### config.mk
export PLATFORM = sky130hd
export DESIGN_NAME = iir_biquad
export DESIGN_NICKNAME = d
export VERILOG_FILES = /design/src/rtl/iir_pkg.sv /design/src/rtl/iir_sat.sv /design/src/rtl/iir_biquad.sv
export SDC_FILE = /design/constraint.sdc
export NUM_CORES = 1
export LEC_CHECK = 0
export BUFFER_PORTS_ARGS = -buffer_cell sky130_fd_sc_hd__buf_2
export CAP_MARGIN = 10
export CORE_MARGIN = 5
export CORE_UTILIZATION = 40
export CTS_CLUSTER_DIAMETER = 150
export CTS_CLUSTER_SIZE = 10
export DETAILED_ROUTE_END_ITERATION = 12
export GPL_ROUTABILITY_DRIVEN = 0
export PLACE_DENSITY = 0.67
export SYNTH_ARGS = -nofsm -noshare
export SYNTH_HDL_FRONTEND = slang
export SYNTH_SLANG_ARGS = --single-unit
### constraint.sdc
create_clock -name clk -period 7.6 [get_ports clk]
set_input_delay 0.76 -clock clk [delete_from_list [all_inputs] [get_ports clk]]
set_output_delay 0.76 -clock clk [all_outputs]
set_load 0.01 [all_outputs]
### src/rtl/iir_pkg.sv
// Shared widths and types for the iir_biquad filter kernel.
// The saturating output stage is selected with the IIR_SAT_EN macro (see iir_sat).
package iir_pkg;

  localparam int DIN_W   = 8;
  localparam int DOUT_W  = 17;
  localparam int BCOEF_W = 6;
  localparam int ACOEF_W = 8;
  localparam int ACC_W   = 27;
  localparam int FF_W    = 16;

  typedef logic        [DIN_W-1:0]  sample_t;
  typedef logic        [DOUT_W-1:0] out_t;
  typedef logic signed [ACC_W-1:0]  acc_t;

  // Largest value representable on the unsigned output.
  localparam acc_t OUT_MAX = acc_t'((1 << DOUT_W) - 1);

endpackage

### src/rtl/iir_sat.sv
// Narrows the signed 27-bit accumulator to the unsigned 17-bit output.
// IIR_SAT_EN defined: clamp to [0, 131071]; undefined: keep the low 17 bits (wrap).
module iir_sat
  import iir_pkg::*;
(
  input  acc_t sum_i,
  output out_t sat_o
);

`ifdef IIR_SAT_EN
  always_comb begin
    sat_o = sum_i[DOUT_W-1:0];
    if (sum_i < 0) begin
      sat_o = '0;
    end else if (sum_i > OUT_MAX) begin
      sat_o = '1;
    end
  end
`else
  // Upper accumulator bits are intentionally dropped in the wrapping build.
  logic unused_hi;
  assign unused_hi = ^sum_i[ACC_W-1:DOUT_W];

  always_comb begin
    sat_o = sum_i[DOUT_W-1:0];
  end
`endif

endmodule

### src/rtl/iir_biquad.sv
// Direct-form-I second-order IIR on an unsigned 8-bit stream, one sample per clock.
// Output narrowing is clamping when IIR_SAT_EN is defined, wrapping otherwise.
module iir_biquad
  import iir_pkg::*;
#(
  parameter logic        [BCOEF_W-1:0] B0       = 6'd1,
  parameter logic        [BCOEF_W-1:0] B1       = 6'd2,
  parameter logic        [BCOEF_W-1:0] B2       = 6'd1,
  parameter logic signed [ACOEF_W-1:0] A1       = 8'sd8,
  parameter logic signed [ACOEF_W-1:0] A2       = -8'sd2,
  parameter int                        FB_SHIFT = 4
) (
  input  logic              clk,
  input  logic              rst,
  input  logic [DIN_W-1:0]  datain,
  output logic [DOUT_W-1:0] dataout
);

  // Coefficients sign-extended once so the MACs run entirely at accumulator width.
  localparam acc_t A1_EXT = acc_t'(A1);
  localparam acc_t A2_EXT = acc_t'(A2);

  sample_t           samples_q [3];
  sample_t           samples_d [3];
  out_t              y1_q, y1_d;
  out_t              y2_q, y2_d;

  logic [FF_W-1:0]   ff_mul [3];
  logic [FF_W-1:0]   data_feedforward;
  acc_t              y1_ext, y2_ext;
  acc_t              fb_raw;
  acc_t              data_feedback;
  acc_t              sum;
  out_t              sum_sat;

  always_comb begin
    ff_mul[0]        = FF_W'(B0) * FF_W'(samples_q[0]);
    ff_mul[1]        = FF_W'(B1) * FF_W'(samples_q[1]);
    ff_mul[2]        = FF_W'(B2) * FF_W'(samples_q[2]);
    data_feedforward = ff_mul[0] + ff_mul[1] + ff_mul[2];

    y1_ext        = acc_t'(y1_q);
    y2_ext        = acc_t'(y2_q);
    fb_raw        = A1_EXT * y1_ext + A2_EXT * y2_ext;
    // Arithmetic shift floors toward minus infinity for negative feedback.
    data_feedback = fb_raw >>> FB_SHIFT;

    sum = acc_t'(data_feedforward) + data_feedback;
  end

  iir_sat u_sat (
    .sum_i (sum),
    .sat_o (sum_sat)
  );

  always_comb begin
    samples_d[0] = datain;
    samples_d[1] = samples_q[0];
    samples_d[2] = samples_q[1];
    y1_d         = sum_sat;
    y2_d         = y1_q;
  end

  always_ff @(posedge clk) begin
    if (!rst) begin
      for (int i = 0; i < 3; i++) begin
        samples_q[i] <= '0;
      end
      y1_q <= '0;
      y2_q <= '0;
    end else begin
      for (int i = 0; i < 3; i++) begin
        samples_q[i] <= samples_d[i];
      end
      y1_q <= y1_d;
      y2_q <= y2_d;
    end
  end

  // The y[n-1] history register doubles as the registered output.
  assign dataout = y1_q;

endmodule

== After elaboration in Yosys (flattened, before gate mapping) ==
Memories as Yosys holds them, arrays and structs flattened.
Cells that the tools add are included.
Storage, ports and cells
  register bits: 34
  memory bits (writable): 24
  bits of input ports: 10
  output and inout bits: 17
  logic and storage cells: 16
  memories: 1
Memories
  samples_q: depth 3, width 8, read ports 3, clocked after memory_dff 0, write ports 3, RTL line iir_biquad.sv:23  | sample_t samples_q [3];
Cells by class
  add/sub/neg operators: 5
  muxes and demuxes: 5
  bitwise logic cells: 3
Operator list (count)
  2-to-1 mux 8 bit: 3
  adder 21 bit: 1
  negation 17 -> 20 bit: 1
  adder 12 x 17 -> 17 bit: 1
  adder 10 x 8 -> 11 bit: 1
  adder 8 x 9 -> 10 bit: 1
  OR 1 bit: 3
  2-to-1 mux 1 bit: 2

== Logic depth before layout (Yosys ltp) ==
Gate-level depths: netlist of run 1.
An unclocked memory read counts as a cell.
  word-level depth: 4
  gate-level depth with buffers: 20

== Modules after synthesis ==
Synthesis of run 1 repeated with hierarchy kept, for this count alone.
Unflattened totals
  cell total of the unflattened synthesis: 419
  area, all modules: 3856.2 um^2
By module, submodules not included
  iir_biquad: times used 1, cells an instance 402, area each 3728.6 um^2, seq. area each 1161.1 um^2
  iir_sat: times used 1, cells an instance 17, area each 127.6 um^2, seq. area each 0.0 um^2

== Worst setup path before layout of run 1 ==
OpenSTA, ideal clock, no wires.
  kind: reg2reg
  from: reg y2_q[1]
  to: reg y1_q[15] (netlist: dataout[15])
  setup time: 0.115 ns
  arrival: 4.538 ns
  required time: 7.485 ns
  setup slack: 2.947 ns
  stages on the path, launching flop included: 20
  cells stage by stage: dfxtp_1 > or3_1 > buf_2 > or4_4 > or4_4 > buf_6 > xor2_1 > ha_1 > a2111oi_0 > a211oi_1 > o21ai_1 > nor2b_1 > xnor2_1 > ha_1 > and2_1 > a22o_1 > a311oi_1 > nor4_1 > xor2_1 > and2_1
On the way
  longest elaborated chain between the ends: 3
Ends and longest elaborated chain
  start: declaration: RTL line iir_biquad.sv:26  | out_t y2_q, y2_d;
  start signal: assignment: RTL line iir_biquad.sv:76  | y2_q <= y2_d;
  negation 17 -> 20 bit (implied by the code): RTL line iir_biquad.sv:44  | fb_raw = A1_EXT * y1_ext + A2_EXT * y2_ext;
  adder 21 bit: RTL line iir_biquad.sv:44
  adder 12 x 17 -> 17 bit: RTL line iir_biquad.sv:48  | sum = acc_t'(data_feedforward) + data_feedback;
  end signal: assignment: RTL line iir_biquad.sv:75  | y1_q <= y1_d;
  end: declaration: RTL line iir_biquad.sv:25  | out_t y1_q, y1_d;
Every way passes these cells.
A chain may end at the register's enable or synchronous reset.

== Worst setup path in the final report of run 1 ==
Ends and elaborated chain as after synthesis.

==> impl_metrics.prom, run 1 <==
# TYPE chip_impl_metric gauge
chip_impl_info{name="outcome",value="finished, final reports clean"} 1
chip_impl_metric{name="first_pass_iters",unit=""} 4
chip_impl_metric{name="synth-seq-area-share",unit=""} 0.327
chip_impl_metric{name="rr_worst_depth",unit=""} 17
chip_impl_info{name="crit_type",value="flop to flop"} 1
chip_impl_metric{name="dp.final_hpwl",unit="um"} 4860
chip_impl_metric{name="clockBufferDepth",unit=""} 2
chip_impl_metric{name="fraction_of_layout_instances_using_a_drive_strength_above_1",unit=""} 0.124
chip_impl_metric{name="fp.dieH",unit="um"} 104
chip_impl_metric{name="cts_made_buffers",unit=""} 9
chip_impl_metric{name="die_w",unit="um"} 104
chip_impl_metric{name="synthArstFlopShare",unit=""} 0
chip_impl_metric{name="grt_pass1_vias",unit=""} 2547
chip_impl_metric{name="timing.critical_path.fanout_max",unit=""} 6
chip_impl_info{name="synth_ff_type",value="sky130_fd_sc_hd__dfxtp_1"} 1
chip_impl_metric{name="critical_path_arrival",unit="ns"} 5.17
chip_impl_metric{name="total_via_count_in_the_routed_design",unit=""} 2546
chip_impl_metric{name="cts_hold_buffers",unit=""} 0
chip_impl_metric{name="fp.coreArea",unit="mm^2"} 0.00868
chip_impl_metric{name="groute.usage.overall",unit=""} 0.124
chip_impl_metric{name="maxCapViolations",unit=""} 0
chip_impl_info{name="cts_root_buffer",value="sky130_fd_sc_hd__clkbuf_8"} 1
chip_impl_metric{name="drt_drc_violations_left",unit=""} 0
chip_impl_metric{name="finClkSkew",unit="ns"} 0.00873
chip_impl_metric{name="synth.mux.area_fraction",unit=""} 0.00282
chip_impl_metric{name="maxSlewViolCount",unit=""} 0
chip_impl_metric{name="totalWireLength",unit="um"} 6350
chip_impl_metric{name="register_area",unit="mm^2"} 0.00116
chip_impl_metric{name="area_delta_synth_final",unit="%"} 12.0
chip_impl_metric{name="first_iter_violations",unit=""} 41
chip_impl_metric{name="cts_setup_buffers",unit=""} 0
chip_impl_metric{name="ys_warn_count",unit=""} 0
chip_impl_metric{name="postSynthRegisterBits",unit=""} 58
chip_impl_metric{name="grt_pass1_wl",unit="um"} 11400
chip_impl_metric{name="synth_edf_count",unit=""} 0
chip_impl_metric{name="final_nets",unit=""} 455
chip_impl_metric{name="synthXorXnorAreaFrac",unit=""} 0.103
chip_impl_metric{name="fin_area",unit="mm^2"} 0.00398
chip_impl_metric{name="post_layout_util",unit=""} 0.458
chip_impl_metric{name="net_count_after_synthesis",unit=""} 427
chip_impl_info{name="synth_top_family_by_area",value="simple AND/OR/NAND/NOR gates"} 1
chip_impl_metric{name="syn_inst",unit=""} 370
chip_impl_metric{name="postSynthAreaPerCell",unit="um^2"} 9.60
chip_impl_metric{name="vias_per_cell",unit=""} 4.98
chip_impl_metric{name="synthSimpleGateAreaFrac",unit=""} 0.201
chip_impl_metric{name="route.antenna.remaining_nets",unit=""} 0
chip_impl_metric{name="fillCellCount",unit=""} 839
chip_impl_metric{name="synth_compound_area_frac",unit=""} 0.146
chip_impl_metric{name="setup_viol",unit=""} 0
chip_impl_metric{name="grt_antenna_before_repair",unit=""} 0
chip_impl_metric{name="post_synth_num_cell_types",unit=""} 53
chip_impl_metric{name="area_of_the_multi_input_gates",unit="mm^2"} 0.00227
chip_impl_info{name="setup.worst_path.end_class",value="flop"} 1
chip_impl_metric{name="initial_cell_density_of_the_core",unit=""} 0.409
chip_impl_metric{name="grt_max_degree",unit=""} 59
chip_impl_metric{name="worstSkewPairLatency",unit="ns"} 0.34
chip_impl_metric{name="worst_pin_slew",unit="ns"} 0.768
chip_impl_metric{name="timing.max_slew.rel_slack",unit=""} 0.488
chip_impl_metric{name="finalWorstPathRequiredPeriod",unit="ns"} 4.94
chip_impl_metric{name="num_antenna_cells",unit=""} 0
chip_impl_info{name="rsz_0062_raised_after_global_routing",value="no"} 1
chip_impl_metric{name="worst_hold_slack",unit="ns"} 0.456
chip_impl_metric{name="post_synth_instance_area",unit="mm^2"} 0.00355
chip_impl_metric{name="worst_setup_hold_path_clk_slew",unit="ns"} 0.07
chip_impl_metric{name="floorplan.die_area",unit="mm^2"} 0.0109
chip_impl_metric{name="fmaxAchievable",unit="MHz"} 202
chip_impl_metric{name="cts.sink_count",unit=""} 58
chip_impl_metric{name="place_area",unit="mm^2"} 0.00377
chip_impl_info{name="critical_path.startpoint_type",value="flop"} 1
chip_impl_metric{name="report.final.hold_viol_count",unit=""} 0
chip_impl_metric{name="synth_adder_area_share",unit=""} 0.187
chip_impl_metric{name="ioPinCount",unit=""} 27
chip_impl_metric{name="final.setup.tns",unit="ns"} 0
chip_impl_metric{name="cp_data_required_time",unit="ns"} 7.83
chip_impl_metric{name="row_count",unit=""} 34
chip_impl_metric{name="worst_hold_path.num_cells",unit=""} 1
chip_impl_metric{name="min_period_over_period",unit=""} 0.650
chip_impl_info{name="worst_hold_path_type",value="flop to flop"} 1
chip_impl_info{name="tritoncts",value="yes"} 1
chip_impl_metric{name="clock_tree.htree_level_count",unit=""} 3
chip_impl_metric{name="cts_resized",unit=""} 0
chip_impl_metric{name="globalRouteOverflowTotal",unit=""} 0
chip_impl_metric{name="placement.io_buffers",unit=""} 26
chip_impl_metric{name="routed_wire_length_per_instance",unit="um"} 12.4
per-layer routing:
layer	global-route usage	routed length (um)	up-vias
met1	0.156	3120	1155
met4	0.0444	104	0
met2	0.205	2910	38
met5	0	0	-
li1	-	-	1345
met3	0.0335	221	8
metrics by stage:
stage	instances	setup slack [ns]
floorplan	370	2.95
global placement	495	2.82
detailed placement	495	2.71
CTS	511	2.68
global route	511	2.30
finish	511	2.66
registers in the layout, summed over array words and instances (netlist names):
signal / cells
samples_q: 24
dataout: 17
y2_q: 17
synthesized netlist by cell type, types with 4 or more instances:
| library cell | count | share of area |
|---|---|---|
| sky130_fd_sc_hd__ha_1 | 37 | 0.13 |
| sky130_fd_sc_hd__dfxtp_1 | 58 | 0.33 |
| sky130_fd_sc_hd__a21o_1 | 8 | 0.017 |
| sky130_fd_sc_hd__nor2b_1 | 8 | 0.014 |
| sky130_fd_sc_hd__a21oi_1 | 22 | 0.031 |
| sky130_fd_sc_hd__xnor2_1 | 27 | 0.067 |
| sky130_fd_sc_hd__o21a_1 | 7 | 0.015 |
| sky130_fd_sc_hd__inv_1 | 20 | 0.021 |
| sky130_fd_sc_hd__and2_1 | 55 | 0.097 |
| sky130_fd_sc_hd__nor2_1 | 10 | 0.011 |
| sky130_fd_sc_hd__o21ai_0 | 12 | 0.017 |
| sky130_fd_sc_hd__nand2_1 | 8 | 0.0085 |
| sky130_fd_sc_hd__nor3_1 | 7 | 0.0099 |
| sky130_fd_sc_hd__xor2_1 | 13 | 0.032 |
| sky130_fd_sc_hd__fa_1 | 10 | 0.056 |
| sky130_fd_sc_hd__nor3b_1 | 4 | 0.0085 |
| sky130_fd_sc_hd__a211oi_1 | 4 | 0.0085 |
| sky130_fd_sc_hd__clkbuf_1 | 6 | 0.0063 |
worst max-delay path: stages (launching register included):
cell	delay, ns
sky130_fd_sc_hd__dfxtp_1	0.31
sky130_fd_sc_hd__or3_1	0.47
sky130_fd_sc_hd__or4_4	0.48
sky130_fd_sc_hd__or4_4	0.48
sky130_fd_sc_hd__xor2_1	0.17
sky130_fd_sc_hd__ha_1	0.36
sky130_fd_sc_hd__a2111oi_0	0.42
sky130_fd_sc_hd__a211oi_1	0.10
sky130_fd_sc_hd__o21ai_1	0.15
sky130_fd_sc_hd__nor2b_1	0.18
sky130_fd_sc_hd__xnor2_1	0.15
sky130_fd_sc_hd__ha_1	0.30
sky130_fd_sc_hd__and2_1	0.20
sky130_fd_sc_hd__a22o_1	0.20
sky130_fd_sc_hd__a311oi_1	0.41
sky130_fd_sc_hd__nor4_1	0.14
sky130_fd_sc_hd__xor2_1	0.16
sky130_fd_sc_hd__and2_1	0.16
final timing paths:
| path | startpoint | endpoint | slack (ns) |
|---|---|---|---|
| setup / recovery | y2_q[1] | dataout[15] | 2.66 |
| hold / removal | samples_q[0][1] | samples_q[0][9] | 0.46 |
| setup reg to reg | y2_q[1] | dataout[15] | 2.66 |
| hold reg to reg | samples_q[0][1] | samples_q[0][9] | 0.46 |
area by class of cell:
type / instances / share of cell area
Multi-Input combinational cell: 283 / 0.571
Sequential cell: 58 / 0.292
Clock buffer: 10 / 0.0346
Tap cell: 108 / 0.0340
Timing Repair Buffer: 26 / 0.0327
Inverter: 20 / 0.0189
Clock inverter: 6 / 0.0167
cell usage in the layout, fill, tap and decap left out, types with 4 or more instances in the layout:
cell,count
sky130_fd_sc_hd__a21oi_1,22
sky130_fd_sc_hd__a21o_1,8
sky130_fd_sc_hd__dfxtp_1,58
sky130_fd_sc_hd__xor2_1,13
sky130_fd_sc_hd__o21a_1,7
sky130_fd_sc_hd__ha_1,37
sky130_fd_sc_hd__a211oi_1,4
sky130_fd_sc_hd__nor2b_1,8
sky130_fd_sc_hd__clkbuf_8,10
sky130_fd_sc_hd__buf_2,26
sky130_fd_sc_hd__nand2_1,8
sky130_fd_sc_hd__nor3b_1,4
sky130_fd_sc_hd__nor3_1,7
sky130_fd_sc_hd__nor2_1,10
sky130_fd_sc_hd__o21ai_0,12
sky130_fd_sc_hd__inv_1,20
sky130_fd_sc_hd__and2_1,55
sky130_fd_sc_hd__fa_1,10
sky130_fd_sc_hd__xnor2_1,27
cell families (layout without fill, tap and decap cells):
group                    after synthesis  after routing
adder cells (fa/ha/maj)               47             47
buffers and inverters                 29             62
AO/OA/AOI/OAI                         78             78
AND/OR/NAND/NOR                      116            116
multiplexers                           1              1
XOR/XNOR                              41             41
flip-flops                            58             58
Power of run 1 is left out: the tool's default activity adds up to more than one toggle a clock period on the data nets, which glitch-free logic cannot reach.
==> inputs of run 2 (changes only) <==
clock period = 4.8 ns   (was 7.6 ns; I/O delays follow)
==> run 2 against run 1 <==
Wire length rose by 4.2%. Final cell count up 0.78%. Non-clock buffer count is 4 higher. Register-to-register slack lost 2.4 ns. Die area did not move. Fmax grew 8.7%. Clock skew grew 0.0014 ns.
==> impl_metrics.prom, run 2 (same netlist as run 1, synthesis figures left out) <==
# TYPE chip_impl_metric gauge
chip_impl_info{name="outcome",value="finished, final reports clean"} 1
chip_impl_metric{name="timing.critical_path.fanout_max",unit=""} 5
chip_impl_info{name="most_common_cell_after_layout_fill_and_taps_aside",value="sky130_fd_sc_hd__dfxtp_1"} 1
chip_impl_info{name="crit_path_cell_trace",value="or3_1, or4_4, or4_4, nor3_4, xnor2_1, ha_1, buf_4, a21o_1, a21oi_1, nor3b_1, a211oi_1, a2111oi_0, buf_4, xnor2_2, nand4_1, and3_1"} 1
chip_impl_metric{name="row_count",unit=""} 34
chip_impl_metric{name="num_antenna_cells",unit=""} 0
chip_impl_metric{name="worstSkewPairLatency",unit="ns"} 0.34
chip_impl_metric{name="globalRouteOverflowTotal",unit=""} 0
chip_impl_metric{name="cp_data_required_time",unit="ns"} 5.03
chip_impl_metric{name="groute.usage.overall",unit=""} 0.129
chip_impl_metric{name="place_area",unit="mm^2"} 0.00380
chip_impl_metric{name="reg2reg_slack",unit="ns"} 0.25
chip_impl_info{name="worst_hold_path_type",value="primary input to flop"} 1
chip_impl_metric{name="initial_cell_density_of_the_core",unit=""} 0.409
chip_impl_metric{name="dp.final_hpwl",unit="um"} 4960
chip_impl_info{name="critical_path.startpoint_type",value="flop"} 1
chip_impl_metric{name="area_delta_synth_final",unit="%"} 14.8
chip_impl_metric{name="worst_hold_path.num_cells",unit=""} 2
chip_impl_metric{name="fraction_of_layout_instances_using_a_drive_strength_above_1",unit=""} 0.147
chip_impl_metric{name="totalWireLength",unit="um"} 6620
chip_impl_info{name="layout_common_cells",value="sky130_fd_sc_hd__dfxtp_1, sky130_fd_sc_hd__and2_1, sky130_fd_sc_hd__ha_1"} 1
chip_impl_metric{name="final_nets",unit=""} 459
chip_impl_metric{name="route.antenna.remaining_nets",unit=""} 0
chip_impl_metric{name="finalWorstPathRequiredPeriod",unit="ns"} 4.55
chip_impl_metric{name="first_pass_iters",unit=""} 4
chip_impl_metric{name="clockBufferDepth",unit=""} 2
chip_impl_metric{name="area_of_the_multi_input_gates",unit="mm^2"} 0.00232
chip_impl_metric{name="min_period_over_period",unit=""} 0.948
chip_impl_metric{name="final.setup.tns",unit="ns"} 0
chip_impl_metric{name="critical_path_arrival",unit="ns"} 4.78
chip_impl_metric{name="preCtsSetupSlack",unit="ns"} 0.0270
chip_impl_metric{name="placement.io_buffers",unit=""} 26
chip_impl_info{name="regToRegStartpoint",value="y2_q[1]"} 1
chip_impl_info{name="critPathSlowestCell",value="sky130_fd_sc_hd__or4_4"} 1
chip_impl_metric{name="cts.sink_count",unit=""} 58
chip_impl_metric{name="finClkSkew",unit="ns"} 0.0102
chip_impl_info{name="worst_hold_startpoint",value="datain[5]"} 1
chip_impl_metric{name="die_w",unit="um"} 104
chip_impl_metric{name="cts_made_buffers",unit=""} 9
chip_impl_info{name="cts_root_buffer",value="sky130_fd_sc_hd__clkbuf_8"} 1
chip_impl_info{name="tritoncts",value="yes"} 1
chip_impl_info{name="regMostFlops",value="samples_q"} 1
chip_impl_metric{name="first_iter_violations",unit=""} 88
chip_impl_metric{name="setup_slack",unit="ns"} 0.252
chip_impl_metric{name="vias_per_cell",unit=""} 5.06
chip_impl_metric{name="post_layout_util",unit=""} 0.470
chip_impl_metric{name="drt_drc_violations_left",unit=""} 0
chip_impl_metric{name="fp.dieH",unit="um"} 104
chip_impl_metric{name="grt_antenna_before_repair",unit=""} 0
chip_impl_metric{name="ioPinCount",unit=""} 27
chip_impl_metric{name="clock_tree.htree_level_count",unit=""} 3
chip_impl_metric{name="fp.coreArea",unit="mm^2"} 0.00868
chip_impl_metric{name="fillCellCount",unit=""} 851
chip_impl_info{name="rr_endpoint",value="dataout[16]"} 1
chip_impl_metric{name="grt_max_degree",unit=""} 59
chip_impl_info{name="min_to",value="samples_q[0][5]"} 1
chip_impl_info{name="setup.worst_path.start",value="y2_q[1]"} 1
chip_impl_metric{name="grt_pass1_vias",unit=""} 2603
chip_impl_metric{name="fin_area",unit="mm^2"} 0.00408
chip_impl_metric{name="report.final.hold_viol_count",unit=""} 0
chip_impl_info{name="crit_type",value="flop to flop"} 1
chip_impl_metric{name="worst_setup_hold_path_clk_slew",unit="ns"} 0.07
chip_impl_metric{name="fmaxAchievable",unit="MHz"} 220
chip_impl_metric{name="cpPeakStageDelay",unit="ns"} 0.51
chip_impl_metric{name="total_via_count_in_the_routed_design",unit=""} 2606
chip_impl_metric{name="grt_pass1_wl",unit="um"} 11600
chip_impl_metric{name="setup_viol",unit=""} 0
chip_impl_metric{name="cts_hold_buffers",unit=""} 0
chip_impl_metric{name="timing.max_slew.rel_slack",unit=""} 0.494
chip_impl_info{name="setup.worst_path.end_class",value="flop"} 1
chip_impl_metric{name="floorplan.die_area",unit="mm^2"} 0.0109
chip_impl_metric{name="rr_worst_depth",unit=""} 16
chip_impl_metric{name="largest_reg_flops",unit=""} 24
chip_impl_metric{name="maxSlewViolCount",unit=""} 0
chip_impl_metric{name="worst_pin_slew",unit="ns"} 0.759
chip_impl_metric{name="maxCapViolations",unit=""} 0
chip_impl_metric{name="routed_wire_length_per_instance",unit="um"} 12.9
chip_impl_metric{name="register_area",unit="mm^2"} 0.00116
-- run 2: timing repair --
| item | CTS | global route |
|---|---|---|
| resized for setup | 1 | 9 |
| setup buffers | 0 | 1 |
| pin swaps | 0 | 2 |
| endpoints found under the setup margin | 2 | 7 |
-- run 2: critical path: cells and delay by family (launching register included) --
kind	cells	cell delay [ns]
AO/OA/AOI/OAI	4	1.03
adder cells (fa/ha/maj)	1	0.27
flip-flops	1	0.31
buffers and inverters	2	0.34
XOR/XNOR	2	0.26
AND/OR/NAND/NOR	7	2.23
-- run 2: metrics by stage --
| step | hold WS, ns | std cells |
|---|---|---|
| final | 0.341 | 515 |
| after global routing | 0.332 | 515 |
| after CTS | 0.328 | 514 |
| after detailed placement | 0.446 | 498 |
| after global placement | 0.435 | 498 |
| after floorplan | 0.430 | 370 |
-- run 2: worst max path at each step --
stage,to,slack [ns],depth (start not counted)
finish,dataout[16],0.25,16
global route,dataout[15],-0.01,18
floorplan,dataout[15],0.15,19
CTS,dataout[15],0.02,17
detailed placement,dataout[15],0.03,17
global placement,dataout[15],0.11,17
-- run 2: final cells by class --
cell class,count,share of cell area
Multi-Input combinational cell,283,0.569
Tap cell,108,0.0331
Timing Repair Buffer,30,0.0393
Clock inverter,6,0.0218
Sequential cell,58,0.285
Inverter,20,0.0184
Clock buffer,10,0.0337
-- run 2: metal layers --
layer  GRT usage  up-vias  wire length (um)
li1            -     1345                 -
met1       0.158     1202              3000
met2       0.204       44              3180
met3      0.0323       15               254
met4      0.0722        0               178
met5           0        -                 0
Power of run 2 is left out for the same reason.
==> inputs of run 3 (changes only) <==
CORE_UTILIZATION = 60   (was 40)
PLACE_DENSITY = 0.9   (was 0.67)
==> run 3 against run 2 <==
Cell area fell by 2.0%. Wire length rose by 3.6%. Critical path depth rose by 2. Flip-flop and latch count did not move. Count of clock-buffer cells in the layout did not move. Non-clock buffer count did not move. Worst hold slack barely moved. Sequential share of layout area rose by 0.58 points. Core utilization rose by 21 points. Critical path type unchanged. Critical endpoint is now dataout[15]. Largest cell class unchanged. Highest routed layer unchanged.
==> impl_metrics.prom, run 3 (same netlist as run 1, synthesis figures left out) <==
# TYPE chip_impl_metric gauge
chip_impl_metric{name="numPlacedInstances",unit=""} 464
chip_impl_metric{name="row_count",unit=""} 28
chip_impl_metric{name="preCtsSetupSlack",unit="ns"} -0.0314
chip_impl_metric{name="timing.critical_path.fanout_max",unit=""} 5
chip_impl_info{name="setup.worst_path.end_class",value="flop"} 1
chip_impl_metric{name="die_w",unit="um"} 86.9
chip_impl_metric{name="total_via_count_in_the_routed_design",unit=""} 2706
chip_impl_metric{name="grt_max_degree",unit=""} 59
chip_impl_info{name="most_common_cell_after_layout_fill_and_taps_aside",value="sky130_fd_sc_hd__dfxtp_1"} 1
chip_impl_metric{name="finClkSkew",unit="ns"} 0.00703
chip_impl_metric{name="area_delta_synth_final",unit="%"} 12.5
chip_impl_metric{name="timing.max_slew.rel_slack",unit=""} 0.503
chip_impl_metric{name="layoutNonFillerInstCount",unit=""} 482
chip_impl_metric{name="first_iter_violations",unit=""} 128
chip_impl_metric{name="initial_cell_density_of_the_core",unit=""} 0.607
chip_impl_info{name="outcome",value="finished, final reports clean"} 1
chip_impl_metric{name="grt_pass1_vias",unit=""} 2687
chip_impl_metric{name="worst_setup_hold_path_clk_slew",unit="ns"} 0.07
chip_impl_metric{name="cts.sink_count",unit=""} 58
chip_impl_metric{name="placement.io_buffers",unit=""} 26
chip_impl_metric{name="fp.dieH",unit="um"} 86.9
chip_impl_metric{name="grt_pass1_wl",unit="um"} 11800
chip_impl_metric{name="clockBufferDepth",unit=""} 2
chip_impl_metric{name="vias_per_cell",unit=""} 5.61
chip_impl_info{name="critical_path.startpoint_type",value="flop"} 1
chip_impl_info{name="tritoncts",value="yes"} 1
chip_impl_metric{name="drt_drc_violations_left",unit=""} 0
chip_impl_metric{name="min_period_over_period",unit=""} 0.975
chip_impl_metric{name="grt_antenna_before_repair",unit=""} 0
chip_impl_metric{name="setup_viol",unit=""} 0
chip_impl_metric{name="critical_path_arrival",unit="ns"} 4.91
chip_impl_metric{name="dp.final_hpwl",unit="um"} 4960
chip_impl_metric{name="worst_pin_slew",unit="ns"} 0.745
chip_impl_metric{name="cp_data_required_time",unit="ns"} 5.03
chip_impl_metric{name="floorplan.die_area",unit="mm^2"} 0.00756
chip_impl_metric{name="reg2reg_slack",unit="ns"} 0.12
chip_impl_info{name="crit_type",value="flop to flop"} 1
chip_impl_metric{name="maxSlewViolCount",unit=""} 0
chip_impl_info{name="cts_root_buffer",value="sky130_fd_sc_hd__clkbuf_8"} 1
chip_impl_metric{name="num_antenna_cells",unit=""} 0
chip_impl_metric{name="first_pass_iters",unit=""} 4
chip_impl_info{name="layout_common_cells",value="sky130_fd_sc_hd__dfxtp_1, sky130_fd_sc_hd__and2_1, sky130_fd_sc_hd__ha_1"} 1
chip_impl_metric{name="setup_slack",unit="ns"} 0.120
chip_impl_metric{name="globalRouteOverflowTotal",unit=""} 0
chip_impl_metric{name="finalWorstPathRequiredPeriod",unit="ns"} 4.68
chip_impl_info{name="regMostFlops",value="samples_q"} 1
chip_impl_metric{name="maxCapViolations",unit=""} 0
chip_impl_metric{name="route.antenna.remaining_nets",unit=""} 0
chip_impl_metric{name="routed_wire_length_per_instance",unit="um"} 14.2
chip_impl_metric{name="report.final.hold_viol_count",unit=""} 0
chip_impl_metric{name="fp.coreArea",unit="mm^2"} 0.00585
chip_impl_info{name="worst_hold_path_type",value="primary input to flop"} 1
chip_impl_metric{name="totalWireLength",unit="um"} 6860
chip_impl_metric{name="fraction_of_layout_instances_using_a_drive_strength_above_1",unit=""} 0.152
chip_impl_metric{name="ioPinCount",unit=""} 27
chip_impl_metric{name="fillCellCount",unit=""} 412
chip_impl_metric{name="worstSkewPairLatency",unit="ns"} 0.34
chip_impl_metric{name="final_nets",unit=""} 459
chip_impl_metric{name="cts_made_buffers",unit=""} 9
chip_impl_metric{name="fmaxAchievable",unit="MHz"} 214
chip_impl_metric{name="groute.usage.overall",unit=""} 0.196
chip_impl_metric{name="cts_hold_buffers",unit=""} 0
chip_impl_metric{name="largest_reg_flops",unit=""} 24
chip_impl_metric{name="clock_tree.htree_level_count",unit=""} 3
## run 3: layout make-up
cell class                      instances  area (um^2)  area share
Sequential cell                        58         1160       0.290
Multi-Input combinational cell        283         2330       0.582
Tap cell                               75         93.8      0.0235
Clock inverter                          6         42.5      0.0106
Clock buffer                           10          138      0.0344
Inverter                               20         75.1      0.0188
Timing Repair Buffer                   30          160      0.0401
## run 3: stage by stage
stage	instance area (um^2)	hold slack (ns)	util	TNS, ns
global placement	3750	0.435	0.641	0
global route	4000	0.327	0.683	-0.0450
detailed placement	3750	0.448	0.641	-0.0376
CTS	3940	0.330	0.674	0
finish	4000	0.340	0.683	0
floorplan	3550	0.430	-	0
## run 3: final timing paths
| path | endpoint | start | cells past startpoint |
|---|---|---|---|
| hold / removal | samples_q[0][2] | datain[2] | 2 |
| setup reg to reg | dataout[15] | y2_q[1] | 18 |
| hold reg to reg | samples_q[0][16] | samples_q[0][8] | 1 |
| setup / recovery | dataout[15] | y2_q[1] | 18 |
## run 3: layer usage
metal | share of wire | vias up | global-route usage
met4 | 0.020 | 0 | 0.0850
li1 | - | 1355 | -
met1 | 0.44 | 1273 | 0.228
met2 | 0.49 | 61 | 0.335
met5 | 0 | - | 0
met3 | 0.044 | 17 | 0.0539
## run 3: worst max-delay path: stages (launching register included)
cell and delay, ns:
sky130_fd_sc_hd__dfxtp_1 0.32, sky130_fd_sc_hd__or3_1 0.38, sky130_fd_sc_hd__or4_4 0.46, sky130_fd_sc_hd__or4_4 0.50, sky130_fd_sc_hd__nor3_4 0.17, sky130_fd_sc_hd__xnor2_1 0.09, sky130_fd_sc_hd__ha_1 0.37, sky130_fd_sc_hd__nand2_1 0.08
sky130_fd_sc_hd__a211oi_1 0.25, sky130_fd_sc_hd__o21ai_2 0.12, sky130_fd_sc_hd__nor2b_2 0.17, sky130_fd_sc_hd__xnor2_1 0.14, sky130_fd_sc_hd__ha_1 0.35, sky130_fd_sc_hd__and2_1 0.22, sky130_fd_sc_hd__a22o_1 0.22, sky130_fd_sc_hd__a311oi_2 0.29
sky130_fd_sc_hd__nor4_1 0.13, sky130_fd_sc_hd__xor2_1 0.16, sky130_fd_sc_hd__and2_1 0.17
## run 3: what timing repair did
item / in CTS / in global routing
setup buffers: 0 / 2
gates resized for setup: 3 / 8
setup endpoints to repair: 3 / 6
pin swaps: 0 / 2
Power of run 3 is left out for the same reason.
